$ cat src/rtl/reg_decoder_n.sv
// reg_decoder_n: registered one-hot decoder with optional auto-scan.
// Optional scan mode is compiled in with `define REG_DECODER_SCAN_EN.
//
// Parameters:
//   SEL_W    select width (1..6)
//   SCAN_DIV clock cycles per scan step (1..256)
//   OUT_W    2**SEL_W, derived, not overridable
// Ports:
//   clk       rising-edge clock
//   rst_n     asynchronous active-low reset
//   en        block enable; low returns to IDLE and clears outputs
//   mode      0 = direct decode, 1 = auto-scan (scan builds only)
//   in_valid  x is valid
//   in_ready  x is accepted (DIRECT state with en high)
//   x         select value
//   y         registered one-hot output
//   out_valid one-cycle pulse when y updates
//   idx       binary index of the asserted y bit
//   wrap      one-cycle pulse when the scan steps from OUT_W-1 to 0
module reg_decoder_n #(
    parameter  int unsigned SEL_W    = 3,
    parameter  int unsigned SCAN_DIV = 4,
    localparam int unsigned OUT_W    = 2**SEL_W
) (
    input  logic             clk,
    input  logic             rst_n,
    input  logic             en,
    input  logic             mode,
    input  logic             in_valid,
    output logic             in_ready,
    input  logic [SEL_W-1:0] x,
    output logic [OUT_W-1:0] y,
    output logic             out_valid,
    output logic [SEL_W-1:0] idx,
    output logic             wrap
);

    typedef enum logic [1:0] {
        IDLE   = 2'd0,
        DIRECT = 2'd1
`ifdef REG_DECODER_SCAN_EN
        ,
        SCAN   = 2'd2
`endif
    } state_t;

    state_t state;

    // rst_n is folded in so in_ready drops the instant reset asserts.
    assign in_ready = rst_n && en && (state == DIRECT);

`ifdef REG_DECODER_SCAN_EN
    localparam int unsigned DIV_W = (SCAN_DIV > 1) ? $clog2(SCAN_DIV) : 1;
    localparam logic [DIV_W-1:0] DIV_MAX = DIV_W'(SCAN_DIV - 1);
    localparam logic [SEL_W-1:0] IDX_MAX = SEL_W'(OUT_W - 1);

    logic [DIV_W-1:0] div;
    logic [SEL_W-1:0] idx_nxt;

    assign idx_nxt = idx + SEL_W'(1);

    always_ff @(posedge clk or negedge rst_n) begin
        if (!rst_n) begin
            state     <= IDLE;
            y         <= '0;
            idx       <= '0;
            out_valid <= 1'b0;
            wrap      <= 1'b0;
            div       <= '0;
        end else begin
            out_valid <= 1'b0;
            wrap      <= 1'b0;
            if (!en) begin
                state <= IDLE;
                y     <= '0;
                idx   <= '0;
                div   <= '0;
            end else begin
                unique case (1'b1)
                    (state == IDLE),
                    (state == DIRECT): begin
                        if (mode) begin
                            // Scan always restarts from bit 0.
                            state     <= SCAN;
                            y         <= OUT_W'(1);
                            idx       <= '0;
                            out_valid <= 1'b1;
                            div       <= '0;
                        end else if (state == IDLE) begin
                            state <= DIRECT;
                        end else if (in_valid && in_ready) begin
                            y         <= OUT_W'(1) << x;
                            idx       <= x;
                            out_valid <= 1'b1;
                        end
                    end
                    (state == SCAN): begin
                        if (!mode) begin
                            // y/idx hold until the first accepted transfer.
                            state <= DIRECT;
                            div   <= '0;
                        end else if (div == DIV_MAX) begin
                            div       <= '0;
                            idx       <= idx_nxt;
                            y         <= OUT_W'(1) << idx_nxt;
                            out_valid <= 1'b1;
                            wrap      <= (idx == IDX_MAX);
                        end else begin
                            div <= div + DIV_W'(1);
                        end
                    end
                    default: begin
                        state <= IDLE;
                        y     <= '0;
                        idx   <= '0;
                        div   <= '0;
                    end
                endcase
            end
        end
    end
`else
    // Without scan support mode and SCAN_DIV have no effect.
    logic unused_cfg;
    assign unused_cfg = mode ^ (SCAN_DIV != 0);
    assign wrap       = 1'b0;

    always_ff @(posedge clk or negedge rst_n) begin
        if (!rst_n) begin
            state     <= IDLE;
            y         <= '0;
            idx       <= '0;
            out_valid <= 1'b0;
        end else begin
            out_valid <= 1'b0;
            if (!en) begin
                state <= IDLE;
                y     <= '0;
                idx   <= '0;
            end else begin
                unique case (1'b1)
                    (state == IDLE): begin
                        state <= DIRECT;
                    end
                    (state == DIRECT): begin
                        if (in_valid && in_ready) begin
                            y         <= OUT_W'(1) << x;
                            idx       <= x;
                            out_valid <= 1'b1;
                        end
                    end
                    default: begin
                        state <= IDLE;
                        y     <= '0;
                        idx   <= '0;
                    end
                endcase
            end
        end
    end
`endif

endmodule

$ cat config.mk
export PLATFORM = sky130hd
export DESIGN_NAME = reg_decoder_n
export DESIGN_NICKNAME = d
export VERILOG_FILES = /design/src/rtl/reg_decoder_n.sv
export SDC_FILE = /design/constraint.sdc
export NUM_CORES = 1
export LEC_CHECK = 0
export CAP_MARGIN = 5
export CORE_MARGIN = 1.5
export CORE_UTILIZATION = 36
export DETAILED_ROUTE_END_ITERATION = 12
export GPL_ROUTABILITY_DRIVEN = 0
export PLACE_DENSITY = 0.72
export SLEW_MARGIN = 10
export SYNTH_ARGS = -nofsm -noshare
export SYNTH_HDL_FRONTEND = slang
export SYNTH_SLANG_ARGS = --single-unit
$ cat constraint.sdc
create_clock -name clk -period 1.2 [get_ports clk]
set_input_delay 0.12 -clock clk [delete_from_list [all_inputs] [get_ports clk]]
set_output_delay 0.12 -clock clk [all_outputs]
set_load 0.02 [all_outputs]
Word level (Yosys, flattened, before mapping)
Cells that the tools add are included.
W data, S select, Z words.
{"block": "totals", "elab_cells": 25, "out_inout_bits": 14, "register_bits": 14}
{"block": "classes", "reduce_logical": 5, "shift": 1, "n_mux": 11, "eq_ne": 4}
{"operator": "$mux W8", "n": 2}
{"operator": "$pmux W8 S2", "n": 1}
{"operator": "$shl A1 B3 Y8 const A", "n": 1}
{"operator": "$mux W3", "n": 2}
{"operator": "$pmux W3 S2", "n": 1}
{"operator": "$ne A2 B2 Y1 const B", "n": 2}
{"operator": "$pmux W2 S2", "n": 1}
{"operator": "$logic_and A1 B1 Y1", "n": 3}
{"operator": "$mux W1", "n": 3}
{"operator": "$ne A3 B2 Y1 const B", "n": 1}
{"operator": "$eq A2 B1 Y1 const B", "n": 1}
{"operator": "$logic_not A2 Y1", "n": 1}
{"operator": "$mux W2", "n": 1}
{"operator": "$reduce_and A2 Y1", "n": 1}

Logic depth before layout (Yosys ltp)
Gate-level depths: netlist of the first run.
{"block": "depth", "ltp_word": 6, "ltp_mapped": 4}

Worst setup path after synthesis of the first run
No wires, ideal clock.
{"block": "synth_timing", "path_kind": "register to register", "startpoint": "register state[0]", "endpoint": "register y[1]", "arrival_ps": 993, "path_stages_with_launch": 5, "n_path_buf": 1, "period_less_slack_ps": 1114, "required_ps": 1079, "slack_ps": 86, "path_cell_list": "dfrtp_1 and4_1 buf_6 nor2b_4 a32o_2"}
{"block": "synth_between", "elab_chain_cells": 5, "word_cells_on_any_way": 9}
{"element": "start, declared", "line": "47", "rtl": "state_t state;"}
{"element": "start signal, assigned", "line": "130", "rtl": "state <= IDLE;"}
{"element": "start signal, assigned", "line": "137", "rtl": "state <= IDLE;"}
{"element": "start signal, assigned", "line": "143", "rtl": "state <= DIRECT;"}
{"element": "$eq A2 B1 Y1", "line": "50, 145"}
{"element": "$logic_and A1 B1 Y1", "line": "50", "rtl": "assign in_ready = rst_n && en && (state == DIRECT);"}
{"element": "$logic_and A1 B1 Y1", "line": "146", "rtl": "if (in_valid && in_ready) begin"}
{"element": "$ne A3 B2 Y1 (no source line)"}
{"element": "$reduce_and A2 Y1 (no source line)"}
{"element": "end signal, assigned", "line": "147", "rtl": "y <= OUT_W'(1) << x;"}
{"element": "end, declared", "line": "32", "rtl": "output logic [OUT_W-1:0] y,"}
Parallel ways exist; a longest one is shown, timed or not.
A chain may end at the register's enable or synchronous reset.

Final worst setup path of the first run
{"block": "layout_timing", "startpoint": "input port en", "endpoint": "register y[4]"}
{"block": "layout_between", "elab_chain_cells": 5, "word_cells_on_any_way": 7}
{"element": "start, declared", "line": "27", "rtl": "input logic en,"}
{"element": "$logic_and A1 B1 Y1 (2 in series)", "line": "50"}
{"element": "$logic_and A1 B1 Y1", "line": "146"}
{"element": "$ne A3 B2 Y1 (no source line)"}
{"element": "$reduce_and A2 Y1 (no source line)"}
Parallel ways exist; a longest one is shown, timed or not.

==> reports/qor.yml, run 1 <==
clockRootBuffer: "clkbuf_4"
post_dp_cell_area_um2: 774
ys_types: 16
avgViaCountPerCell: 5.18
wl_met3_um: 71
setup_slack_ps: 40.6
p_leak_nw: 0.455
m1WireLength_um: 578
yosys_warnings: 0
setup_tns_ps: 0
synth_seq_cells: 13
fin_worst_skew_ps: 5.91
wire_per_inst_um: 14.0
start_util_pct: 39.6
die_h_um: 41.5
cts_htree_levels: 1
via_count: 440
io_pins: 22
peakVddDrop_v: 0.000642
rr_endpoint: "y[4]"
dpl.hpwl_um: 848
arrival_ps: 1320
drcViolationCount: 0
yosysSeqAreaShare_pct: 60.9
area_delta_synth_final_pct: 49.4
synth-async-reset-ratio_pct: 100
path_clk_slew_ps: 80
fillers: 129
power.density_nw_per_um2: 1030
final_area_um2: 798
required_ps: 1360
setup_viol: 0
drive_gt1_share_pct: 32.9
postSynthAreaPerCell_um2: 13.0
synth_area_um2: 534
whs_ps: 27.8
layout_min_cycle_time_ps: 1160
ys.flop_type: "dfrtp_1"
worstRegToRegCells: 3
fin_cells: 85
syn_inst: 41
synth_fp_nets: 49
min-delay-path-class: "input port to async pin"
maxCapViolCount: 0
placed_cells: 79
io_buffers: 19
cts.sinks: 13
antenna_found_initial: 0
clkLatencyLatePin_ps: 270
slew_viol_final: 0
dr.pass1.iters: 4
ctsLongestPathBuffers: 2
rsz0062_at_grt: "false"
total_power_uw: 826
startpoint_type: "input port"
fmax_mhz: 862
grt_use_total_pct: 14.6
fp.dieArea_um2: 1720
grt_pass1_vias: 446
drt-total-wl_um: 1190
fin_crit_sh_pct: 96.6
drtAntennaViolNets: 0
cts_tree: "built"
rrSetupSlack_ps: 70
cts_buffers: 3
wl_met2_um: 528
antennaDiodeCount: 0
final_cell_mix: "13 x dfrtp_1, 13 x dlygate4sd2_1, 9 x buf_4"
synth_edf_count: 0
cp-end-kind: "flip-flop"
highest_layer: "met4"
status: "finished, final reports clean"
row_count: 13
grt_pass1_wl_um: 1920
drt_iter0_markers: 10
final_core_util_pct: 59.1
worst_r2r_startpoint: "state[0]"
cpPeakStageDelay_ps: 410
grt_max_degree: 12
slowest_stage: "clkdlybuf4s50_1"
final_nets: 79
die_width_um: 41.5
worstPathMaxFanout: 5
grt_overflow_total: 0
preCtsSetupSlack_ps: -312
path_class: "input port to flip-flop"
core_um2: 1350
worstPathCellList: "clkdlybuf4s50_1 > buf_4 > and4_2 > nor2b_4 > a32o_2"
hold_viol: 0
## how the worst max path moves through the flow
| stage | from | endpoint | slack, ps | cells past startpoint |
|---|---|---|---|---|
| final | en | y[4] | 40 | 5 |
| after CTS | state[0] | in_ready | -0.2 | 2 |
| after floorplan | state[0] | y[1] | 90 | 4 |
| after detailed placement | rst_n | in_ready | -310 | 3 |
| after global routing | state[0] | y[6] | 20 | 4 |
| after global placement | rst_n | in_ready | -320 | 3 |
## routing by layer
metal  vias up  track usage (%)
li1        206                -
met1       212             19.4
met2        20             21.9
met3         2             2.17
met4         0             9.68
met5         -                0
## power breakdown
group,switching [mW],internal [mW],total (mW)
registers,0.00454,0.446,0.451
clock network,0.131,0.129,0.260
logic,0.0592,0.0556,0.115
## cell usage after synthesis (2+ instances only)
master / count / share of area (%)
o2bb2ai_1: 3 / 4.9
buf_2: 2 / 1.9
a22o_2: 4 / 7.5
a32o_2: 3 / 6.3
dfrtp_1: 13 / 61
nand2_1: 4 / 2.8
inv_1: 3 / 2.1
## cells by family (layout without fill, tap and decap cells)
| group | Yosys count | in the layout | share of synthesized area, % |
|---|---|---|---|
| compound gates | 12 | 12 | 21.8 |
| buf+inv | 7 | 36 | 7.49 |
| flops | 13 | 13 | 60.9 |
| other cells | 1 | 1 | 0.702 |
| simple gates | 8 | 8 | 9.13 |
## critical path: cells and delay by family
family | cells | cell delay (ps)
compound gates | 1 | 260
buf+inv | 2 | 550
simple gates | 2 | 380
## flip-flops by register name, indices dropped and copies added (netlist names)
| name | flops |
|---|---|
| out_valid | 1 |
| idx | 3 |
| y | 8 |
| state | 1 |
## timing repair
| item | 4_1_cts | 5_1_grt |
|---|---|---|
| hold endpoints to repair | 4 | 0 |
| endpoints found under the setup margin | 16 | 1 |
| resized for setup | 17 | 1 |
| setup buffers | 0 | 1 |
| hold buffers | 1 | 0 |
## area by class of cell
cell class                 instances  area [um2]  share of cell area [%]
inverter                           3        11.3                    1.41
sequential                        13         325                    40.8
clock buffer                       4        26.3                    3.29
timing repair buffer              29         246                    30.9
tap                               15        18.8                    2.35
multi-input combinational         21         170                    21.3
(Power assumes the default switching activity.)
==> inputs of run 2 (changes only) <==
--- a/config.mk
+++ b/config.mk
@@ -5,11 +5,9 @@
 export SDC_FILE = /design/constraint.sdc
 export NUM_CORES = 1
 export LEC_CHECK = 0
-export CAP_MARGIN = 5
 export CORE_MARGIN = 1.5
 export CORE_UTILIZATION = 36
 export DETAILED_ROUTE_END_ITERATION = 12
-export GPL_ROUTABILITY_DRIVEN = 0
 export PLACE_DENSITY = 0.72
 export SLEW_MARGIN = 10
 export SYNTH_ARGS = -nofsm -noshare
==> results of run 2 <==
No change in the layout: final DEF, timing and power equal those of run 1.
